[config.mk]
export PLATFORM = sky130hd
export DESIGN_NAME = ram8_bit_reader
export DESIGN_NICKNAME = d
export VERILOG_FILES = /design/src/rtl/ram8_bit_reader_pkg.sv /design/src/rtl/ram8_bit_reader_piso.sv /design/src/rtl/ram8_bit_reader.sv
export SDC_FILE = /design/constraint.sdc
export NUM_CORES = 1
export LEC_CHECK = 0
export ABC_AREA = 1
export BUFFER_PORTS_ARGS = -buffer_cell sky130_fd_sc_hd__clkbuf_2
export CORE_ASPECT_RATIO = 0.5
export CORE_UTILIZATION = 45
export CTS_CLUSTER_SIZE = 12
export DETAILED_ROUTE_END_ITERATION = 7
export GPL_TIMING_DRIVEN = 0
export PLACE_DENSITY = 0.73
export RECOVER_POWER = 100
export SLEW_MARGIN = 25
export SYNTH_ARGS = -nofsm -noshare
export SYNTH_HDL_FRONTEND = slang
export SYNTH_SLANG_ARGS = --single-unit
[constraint.sdc]
create_clock -name clk -period 2 [get_ports clk]
set_input_delay 0.1 -clock clk [delete_from_list [all_inputs] [get_ports clk]]
set_output_delay 0.1 -clock clk [all_outputs]
set_load 0.05 [all_outputs]
[src/rtl/ram8_bit_reader_pkg.sv]
// -----------------------------------------------------------------------------
// ram8_reader_pkg
// Shared definitions for the RAM8 bit-serial reader:
//   state_t    - scan FSM states (IDLE, FETCH, SHIFT, DONE)
//   DEF_*      - default word width, bank depth and address width
//   cnt_width  - bit-counter width for a given word width (never below 1)
// -----------------------------------------------------------------------------
package ram8_reader_pkg;

   typedef enum logic [1:0] {
      IDLE  = 2'd0,
      FETCH = 2'd1,
      SHIFT = 2'd2,
      DONE  = 2'd3
   } state_t;

   localparam int unsigned DEF_WIDTH = 16;
   localparam int unsigned DEF_DEPTH = 8;
   localparam int unsigned DEF_AW    = 3;

   // A 1-bit word still needs a 1-bit counter to hold the value 0.
   function automatic int unsigned cnt_width(input int unsigned w);
      return (w > 1) ? $clog2(w) : 1;
   endfunction

endpackage

[src/rtl/ram8_bit_reader_piso.sv]
// -----------------------------------------------------------------------------
// piso_shift
// WIDTH-bit parallel-in / serial-out register, MSB first.
// Ports:
//   clk, rst_n  - clock, asynchronous active-low reset (clears the register)
//   i_load      - capture i_d (has priority over i_shift)
//   i_shift     - shift left by one, zero fill
//   i_d         - parallel load data
//   o_msb       - register MSB (the bit currently presented)
// -----------------------------------------------------------------------------
module piso_shift #(
   parameter int unsigned WIDTH = 16
) (
   input  logic             clk,
   input  logic             rst_n,
   input  logic             i_load,
   input  logic             i_shift,
   input  logic [WIDTH-1:0] i_d,
   output logic             o_msb
);

   logic [WIDTH-1:0] r_shreg;

   always_ff @(posedge clk or negedge rst_n) begin
      if (!rst_n) begin
         r_shreg <= '0;
      end else if (i_load) begin
         r_shreg <= i_d;
      end else if (i_shift) begin
         r_shreg <= r_shreg << 1;
      end
   end

   assign o_msb = r_shreg[WIDTH-1];

endmodule

[src/rtl/ram8_bit_reader.sv]
// -----------------------------------------------------------------------------
// ram8_bit_reader
// Walks words 0..DEPTH-1 of a RAM8-style bank through its combinational read
// port and serialises each word MSB-first onto a valid/ready bit stream.
// Read-only: there is no write path to the bank.
// Ports:
//   clk        - rising-edge clock
//   rst_n      - asynchronous active-low reset; abandons any scan in progress
//   start      - begin a scan (only sampled in IDLE)
//   addr       - bank read address
//   rdata      - bank read data, valid in the same cycle as addr
//   bit_out    - current serial bit
//   bit_valid  - bit_out holds a valid bit
//   bit_ready  - consumer accepts bit_out at this edge
//   busy       - scan in progress
//   done       - one-cycle pulse after the final bit of the final word
// Build option:
//   RAM8_BIT_READER_PARITY_EN - append one even-parity beat (^word) after
//   each word's LSB.
// -----------------------------------------------------------------------------
module ram8_bit_reader
   import ram8_reader_pkg::*;
#(
   parameter int unsigned WIDTH = DEF_WIDTH,
   parameter int unsigned DEPTH = DEF_DEPTH,
   parameter int unsigned AW    = DEF_AW
) (
   input  logic             clk,
   input  logic             rst_n,
   input  logic             start,
   output logic [AW-1:0]    addr,
   input  logic [WIDTH-1:0] rdata,
   output logic             bit_out,
   output logic             bit_valid,
   input  logic             bit_ready,
   output logic             busy,
   output logic             done
);

   localparam int unsigned    CW        = cnt_width(WIDTH);
   localparam logic [CW-1:0]  CNT_LAST  = CW'(WIDTH - 1);
   localparam logic [AW-1:0]  ADDR_LAST = AW'(DEPTH - 1);

   state_t          r_state;
   state_t          w_next;
   logic [AW-1:0]   r_addr;
   logic [CW-1:0]   r_cnt;
   logic            r_bit_valid;

   logic            w_hs;
   logic            w_load;
   logic            w_shift;
   logic            w_word_end;
   logic            w_addr_clr;
   logic            w_addr_inc;
   logic            w_msb;

`ifdef RAM8_BIT_READER_PARITY_EN
   logic            r_parity;
   logic            r_par_phase;
   logic            w_par_enter;
`endif

   assign w_hs = r_bit_valid & bit_ready;

   // -------------------------------------------------------------------------
   // Next-state and control decode
   // -------------------------------------------------------------------------
   always_comb begin
      w_next     = r_state;
      w_load     = 1'b0;
      w_shift    = 1'b0;
      w_word_end = 1'b0;
      w_addr_clr = 1'b0;
      w_addr_inc = 1'b0;
`ifdef RAM8_BIT_READER_PARITY_EN
      w_par_enter = 1'b0;
`endif
      case (r_state)
         IDLE: begin
            if (start) begin
               w_addr_clr = 1'b1;
               w_next     = FETCH;
            end
         end
         FETCH: begin
            w_load = 1'b1;
            w_next = SHIFT;
         end
         SHIFT: begin
            if (w_hs) begin
`ifdef RAM8_BIT_READER_PARITY_EN
               if (r_par_phase) begin
                  w_word_end = 1'b1;
               end else if (r_cnt != '0) begin
                  w_shift = 1'b1;
               end else begin
                  w_par_enter = 1'b1;
               end
`else
               if (r_cnt != '0) begin
                  w_shift = 1'b1;
               end else begin
                  w_word_end = 1'b1;
               end
`endif
               if (w_word_end) begin
                  if (r_addr == ADDR_LAST) begin
                     w_next = DONE;
                  end else begin
                     w_addr_inc = 1'b1;
                     w_next     = FETCH;
                  end
               end
            end
         end
         DONE: begin
            w_next = IDLE;
         end
         default: begin
            w_next = IDLE;
         end
      endcase
   end

   // -------------------------------------------------------------------------
   // State, address, bit counter
   // -------------------------------------------------------------------------
   always_ff @(posedge clk or negedge rst_n) begin
      if (!rst_n) begin
         r_state <= IDLE;
      end else begin
         r_state <= w_next;
      end
   end

   always_ff @(posedge clk or negedge rst_n) begin
      if (!rst_n) begin
         r_addr <= '0;
      end else if (w_addr_clr) begin
         r_addr <= '0;
      end else if (w_addr_inc) begin
         r_addr <= r_addr + 1'b1;
      end
   end

   always_ff @(posedge clk or negedge rst_n) begin
      if (!rst_n) begin
         r_cnt <= '0;
      end else if (w_load) begin
         r_cnt <= CNT_LAST;
      end else if (w_shift) begin
         r_cnt <= r_cnt - 1'b1;
      end
   end

   // Valid is registered from the next state so it is a clean flop output
   // that stays high across stalled SHIFT cycles.
   always_ff @(posedge clk or negedge rst_n) begin
      if (!rst_n) begin
         r_bit_valid <= 1'b0;
      end else begin
         r_bit_valid <= (w_next == SHIFT);
      end
   end

`ifdef RAM8_BIT_READER_PARITY_EN
   always_ff @(posedge clk or negedge rst_n) begin
      if (!rst_n) begin
         r_parity    <= 1'b0;
         r_par_phase <= 1'b0;
      end else begin
         if (w_load) begin
            r_parity <= ^rdata;
         end
         if (w_load || w_word_end) begin
            r_par_phase <= 1'b0;
         end else if (w_par_enter) begin
            r_par_phase <= 1'b1;
         end
      end
   end
`endif

   // -------------------------------------------------------------------------
   // Serialiser
   // -------------------------------------------------------------------------
   piso_shift #(
      .WIDTH (WIDTH)
   ) u_piso (
      .clk     (clk),
      .rst_n   (rst_n),
      .i_load  (w_load),
      .i_shift (w_shift),
      .i_d     (rdata),
      .o_msb   (w_msb)
   );

`ifdef RAM8_BIT_READER_PARITY_EN
   assign bit_out = r_par_phase ? r_parity : w_msb;
`else
   assign bit_out = w_msb;
`endif

   assign addr      = r_addr;
   assign bit_valid = r_bit_valid;
   assign busy      = (r_state != IDLE);
   assign done      = (r_state == DONE);

endmodule

# After elaboration in Yosys (flattened, before gate mapping)
# Cells that the tools add are included.
[totals]
mem_bits_rw = 0
romBits = 0
latchBits = 0
input_bits = 20
output_inout_bits = 7
memories = 0
regBits = 26
[classes]
magnitude_cmp = 0
mul = 0
add_sub_neg = 2
bitwise = 1
div_mod_pow = 0
n_eq_ne = 5
muxes = 24
reduce_logical = 5
shift = 0
[op_table]
columns = ["cell", "n"]
rows = [
  ["two-way mux 16 bit", 2],
  ["two-way mux 1 bit", 13],
  ["two-way mux 2 bit", 4],
  ["two-way mux 4 bit", 2],
  ["case mux 2 bit (4 select lines)", 1],
  ["== test 2 bit (second input constant)", 3],
  ["two-way mux 3 bit", 2],
  ["nonzero test 2 bit", 3],
  ["nonzero test 4 bit", 1],
  ["subtractor 4 x 1 -> 4 bit (second input constant)", 1],
  ["adder 3 x 1 -> 3 bit (second input constant)", 1],
  ["== test 3 bit (second input constant)", 1],
  ["== test 2 x 1 -> 1 bit (second input constant)", 1],
  ["logical NOT 2 bit", 1],
  ["bitwise AND 1 bit", 1],
]

# Logic depth before layout (Yosys ltp)
[depth]
depth_word = 9
ltp_mapped = 9
mapped_depth_nobuf = 8

# Hierarchy
# Synthesis repeated with hierarchy kept, for this count alone.
[hier_totals]
cells_unflattened = 158
hier_area_um2 = 1363.8
[by_module_without_submodules]
columns = ["mod", "cells_per_inst", "area_each_um2", "seq_area_each_um2", "n_inst"]
rows = [
  ["piso_shift", 87, 759.5, 400.4, 1],
  ["ram8_bit_reader", 71, 604.3, 250.2, 1],
]

# Worst setup path before layout
# Ideal clock, no wire load.
[synth_path]
path_type = "reg2reg"
from = "register r_addr[0] (netlist: addr[0])"
to = "register r_bit_valid (netlist: bit_valid)"
setup_time_ns = 0.130
t_required_ns = 1.870
path_slack_ns = 0.445
t_arrival_ns = 1.424
path_stages_with_launch = 7
cell_sequence = "dfrtp_1 -> ha_1 -> ha_1 -> inv_1 -> nand3_1 -> o21ai_0 -> a21oi_1"
[synth_via]
elab_chain_cells = 6
[synth_lines]
columns = ["element", "line", "rtl"]
rows = [
  ["start, declared", "ram8_bit_reader.sv:46", "logic [AW-1:0] r_addr;"],
  ["start signal, assigned", "ram8_bit_reader.sv:143", "r_addr <= r_addr + 1'b1;"],
  ["== test 3 bit", "ram8_bit_reader.sv:108", "if (r_addr == ADDR_LAST) begin"],
  ["two-way mux 2 bit", "ram8_bit_reader.sv:108", ""],
  ["two-way mux 2 bit", "ram8_bit_reader.sv:107", "if (w_word_end) begin"],
  ["two-way mux 2 bit", "ram8_bit_reader.sv:91", "if (w_hs) begin"],
  ["case mux 2 bit (4 select lines)", "ram8_bit_reader.sv:79", "case (r_state)"],
  ["== test 2 bit", "ram8_bit_reader.sv:163", "r_bit_valid <= (w_next == SHIFT);"],
  ["end signal, assigned", "ram8_bit_reader.sv:163", ""],
  ["end, declared", "ram8_bit_reader.sv:48", "logic r_bit_valid;"],
]
# No other way between the ends.
# A chain may end at the register's enable or synchronous reset.

# Worst setup path after layout
[layout_path]
from = "register r_cnt[0]"
to = "register u_piso.r_shreg[4]"
[layout_via]
elab_chain_cells = 5
[layout_lines]
columns = ["element", "line", "rtl"]
rows = [
  ["start, declared", "ram8_bit_reader.sv:47", "logic [CW-1:0] r_cnt;"],
  ["start signal, assigned", "ram8_bit_reader.sv:153", "r_cnt <= r_cnt - 1'b1;"],
  ["nonzero test 4 bit", "ram8_bit_reader.sv:101", "if (r_cnt != '0) begin"],
  ["two-way mux 1 bit", "ram8_bit_reader.sv:101", ""],
  ["two-way mux 1 bit", "ram8_bit_reader.sv:91", ""],
  ["two-way mux 1 bit", "ram8_bit_reader.sv:79", ""],
  ["nonzero test 2 bit (no source line)", "-", ""],
  ["end signal, assigned", "ram8_bit_reader_piso.sv:28", "r_shreg <= i_d;"],
  ["end signal, assigned", "ram8_bit_reader_piso.sv:30", "r_shreg <= r_shreg << 1;"],
  ["end, declared", "ram8_bit_reader_piso.sv:22", "logic [WIDTH-1:0] r_shreg;"],
]
# No other way between the ends.

==> metrics.cfg <==
[worst_setup_path]
crit_type=register to register
cp-end-kind=register
worstSetupStartpointType=register
critPathMaxFanout=10
worstPathArrival_ns=1.86
worstPathRequired_ns=2.21

[logic_synthesis]
synth_fp_nets=180
ys_warn_count=0
syn-instance-count=157
synth.ff_latch_count=26
synth.distinct_cells=20
ys_seq_area_share_pct=50.0
avgSynthCellArea_um2=8.30
syn_area_um2=1300

[power]
switching_share_pct=41.1
power.share.combinational_pct=39.5
leakage_nw=0.822
power_density_nw_per_um2=1230
internal_power_mw=1.09
pwr-share-seq_pct=44.8
p_switching_mw=0.759
irDropWorstVdd_mv=0.460
clockPowerShare_pct=15.7

[route]
drt_iter0_markers=28
first_pass_iters=4
drt-total-wl_um=2420
antenna_left=0
via_per_inst=4.73
vias=1060
drc=0
wl_per_cell_um=10.8

[final_layout]
final_util_pct=56.5
stdcell_count=224
area_delta_synth_final_pct=15.8
diodes=0
drive_gt1_share_pct=16.0
final_common_cell=nand2_1
nNetsFinal=212
layout_common_cells=nand2_1 (62), dfrtp_1 (26), clkbuf_2 (18)

[floorplanning]
fp.dieH_um=40.0
start_util_pct=48.8
core_area_um2=2670
die_area_um2=3130
ioPinCount=27
die_w_um=78.1
num_rows=13

[timing]
fin_hold_ws_ns=0.0403
fin_crit_sh_pct=82.6
setup_violations=0
layout_min_cycle_time_ns=1.65
rsz0062_at_grt=false
hold_viol_final=0
max_freq_ghz=0.605
finClkSkew_ns=0.00181
setup_tns_ns=0
relSlewSlack_pct=8.27
worstMarginPinSlew_ns=1.38
maxSlewViolCount=0

[clock_tree]
post_cts_buffers=0
clock-root-buffer=clkbuf_8
cts_tree=yes
clock_latency_ns=0.27
postCtsHoldBufs=1
numCtsBuffers=3
path_clk_slew_ns=0.08
cts_sinks=26
cts_htree_levels=1
clockBufferDepth=2
post_cts_resized=0

[run_status]
status=completed

[global_route]
grt_pass1_wl_um=3950
grt_pass1_vias=900
grt_antenna_before_repair=0
grt.overflow.total=0
grt_max_degree=27
track_usage_pct=17.2

[job]
drv_cap=0

[place]
port_buffers=26
gp_congestion=0.751
dp.cells=220
dp_hpwl_um=1820

[min_path]
hold_class=input pin to register

-- power groups by stage --
stage | Sequential [mW] | Combinational (mW) | Clock (mW)
after global placement | 0.829 | 0.744 | 0
after CTS | 0.827 | 0.765 | 0.303
final | 0.827 | 0.730 | 0.291
after detailed placement | 0.835 | 0.762 | 0
after global routing | 0.850 | 0.833 | 0.321
after floorplan | 0.872 | 0.540 | 0
-- metal layers --
metal / routed length [um] / global-route usage [%] / up-vias
met4: 0 / 3.70 / 0
met2: 1030 / 28.7 / 17
li1: - / - / 557
met5: 0 / 0 / -
met1: 1290 / 22.4 / 486
met3: 92 / 5.68 / 0
-- flip-flops by register name, indices dropped and copies added (netlist names) --
register and cells:
addr 3, bit_valid 1, r_cnt 4, r_state 2, u_piso.r_shreg 16
-- cell families after synthesis --
group,share of synthesized area [%]
simple gates,29.2
flops,50.0
fa+ha+maj,2.88
compound gates,10.8
buf+inv,7.20
-- worst max-delay path, cell delays in order (launching register included) --
cell and delay [ns]:
dfrtp_1 0.38, inv_1 0.10, ha_1 0.22, nand2_1 0.07
nand2_1 0.18, nand2_1 0.19, inv_1 0.18, buf_6 0.16
nand2_1 0.06, nand2_1 0.06
-- through the flow --
step / worst slack [ns] / cell area [um2] / power, mW
after floorplan: 0.445 / 1300 / 1.41
after global placement: 0.450 / 1480 / 1.57
after detailed placement: 0.401 / 1480 / 1.60
after CTS: 0.395 / 1530 / 1.89
after global routing: 0.164 / 1510 / 2.00
final: 0.348 / 1510 / 1.85
-- final timing paths --
| check | from | to | slack (ns) | depth (start not counted) |
|---|---|---|---|---|
| min in group asynchronous | rst_n | addr[0] | 0.66 | 2 |
| worst min register to register | u_piso.r_shreg[14] | u_piso.r_shreg[14] | 0.48 | 2 |
| worst min-delay path | rdata[0] | u_piso.r_shreg[0] | 0.04 | 3 |
| worst max register to register | r_cnt[0] | u_piso.r_shreg[4] | 0.35 | 9 |
| worst max-delay path | r_cnt[0] | u_piso.r_shreg[4] | 0.35 | 9 |
| max in group asynchronous | rst_n | u_piso.r_shreg[12] | 0.53 | 2 |
-- final cells by class --
cell class / count / area [um2]
Inverter: 17 / 63.8
Tap cell: 37 / 46.3
Multi-Input combinational cell: 111 / 546
Sequential cell: 26 / 651
Timing Repair Buffer: 27 / 130
Clock buffer: 3 / 41.3
Fill cell: 255 / 1160
Buffer: 3 / 30.0
-- cells in the mapped netlist (all sizes together) --
cell	count	share of area, %
nor2	9	3.9
dfrtp	26	50
nand2	63	19
o21a	3	1.7
inv	17	4.9
ha	3	2.9
buf	3	2.3
o211ai	1	0.58
o21ai	6	2.3
a21boi	10	5.8
a21oi	1	0.38
nand4	4	1.9
nand3	11	4.2
Note: power is estimated with default switching activity, not from simulation.
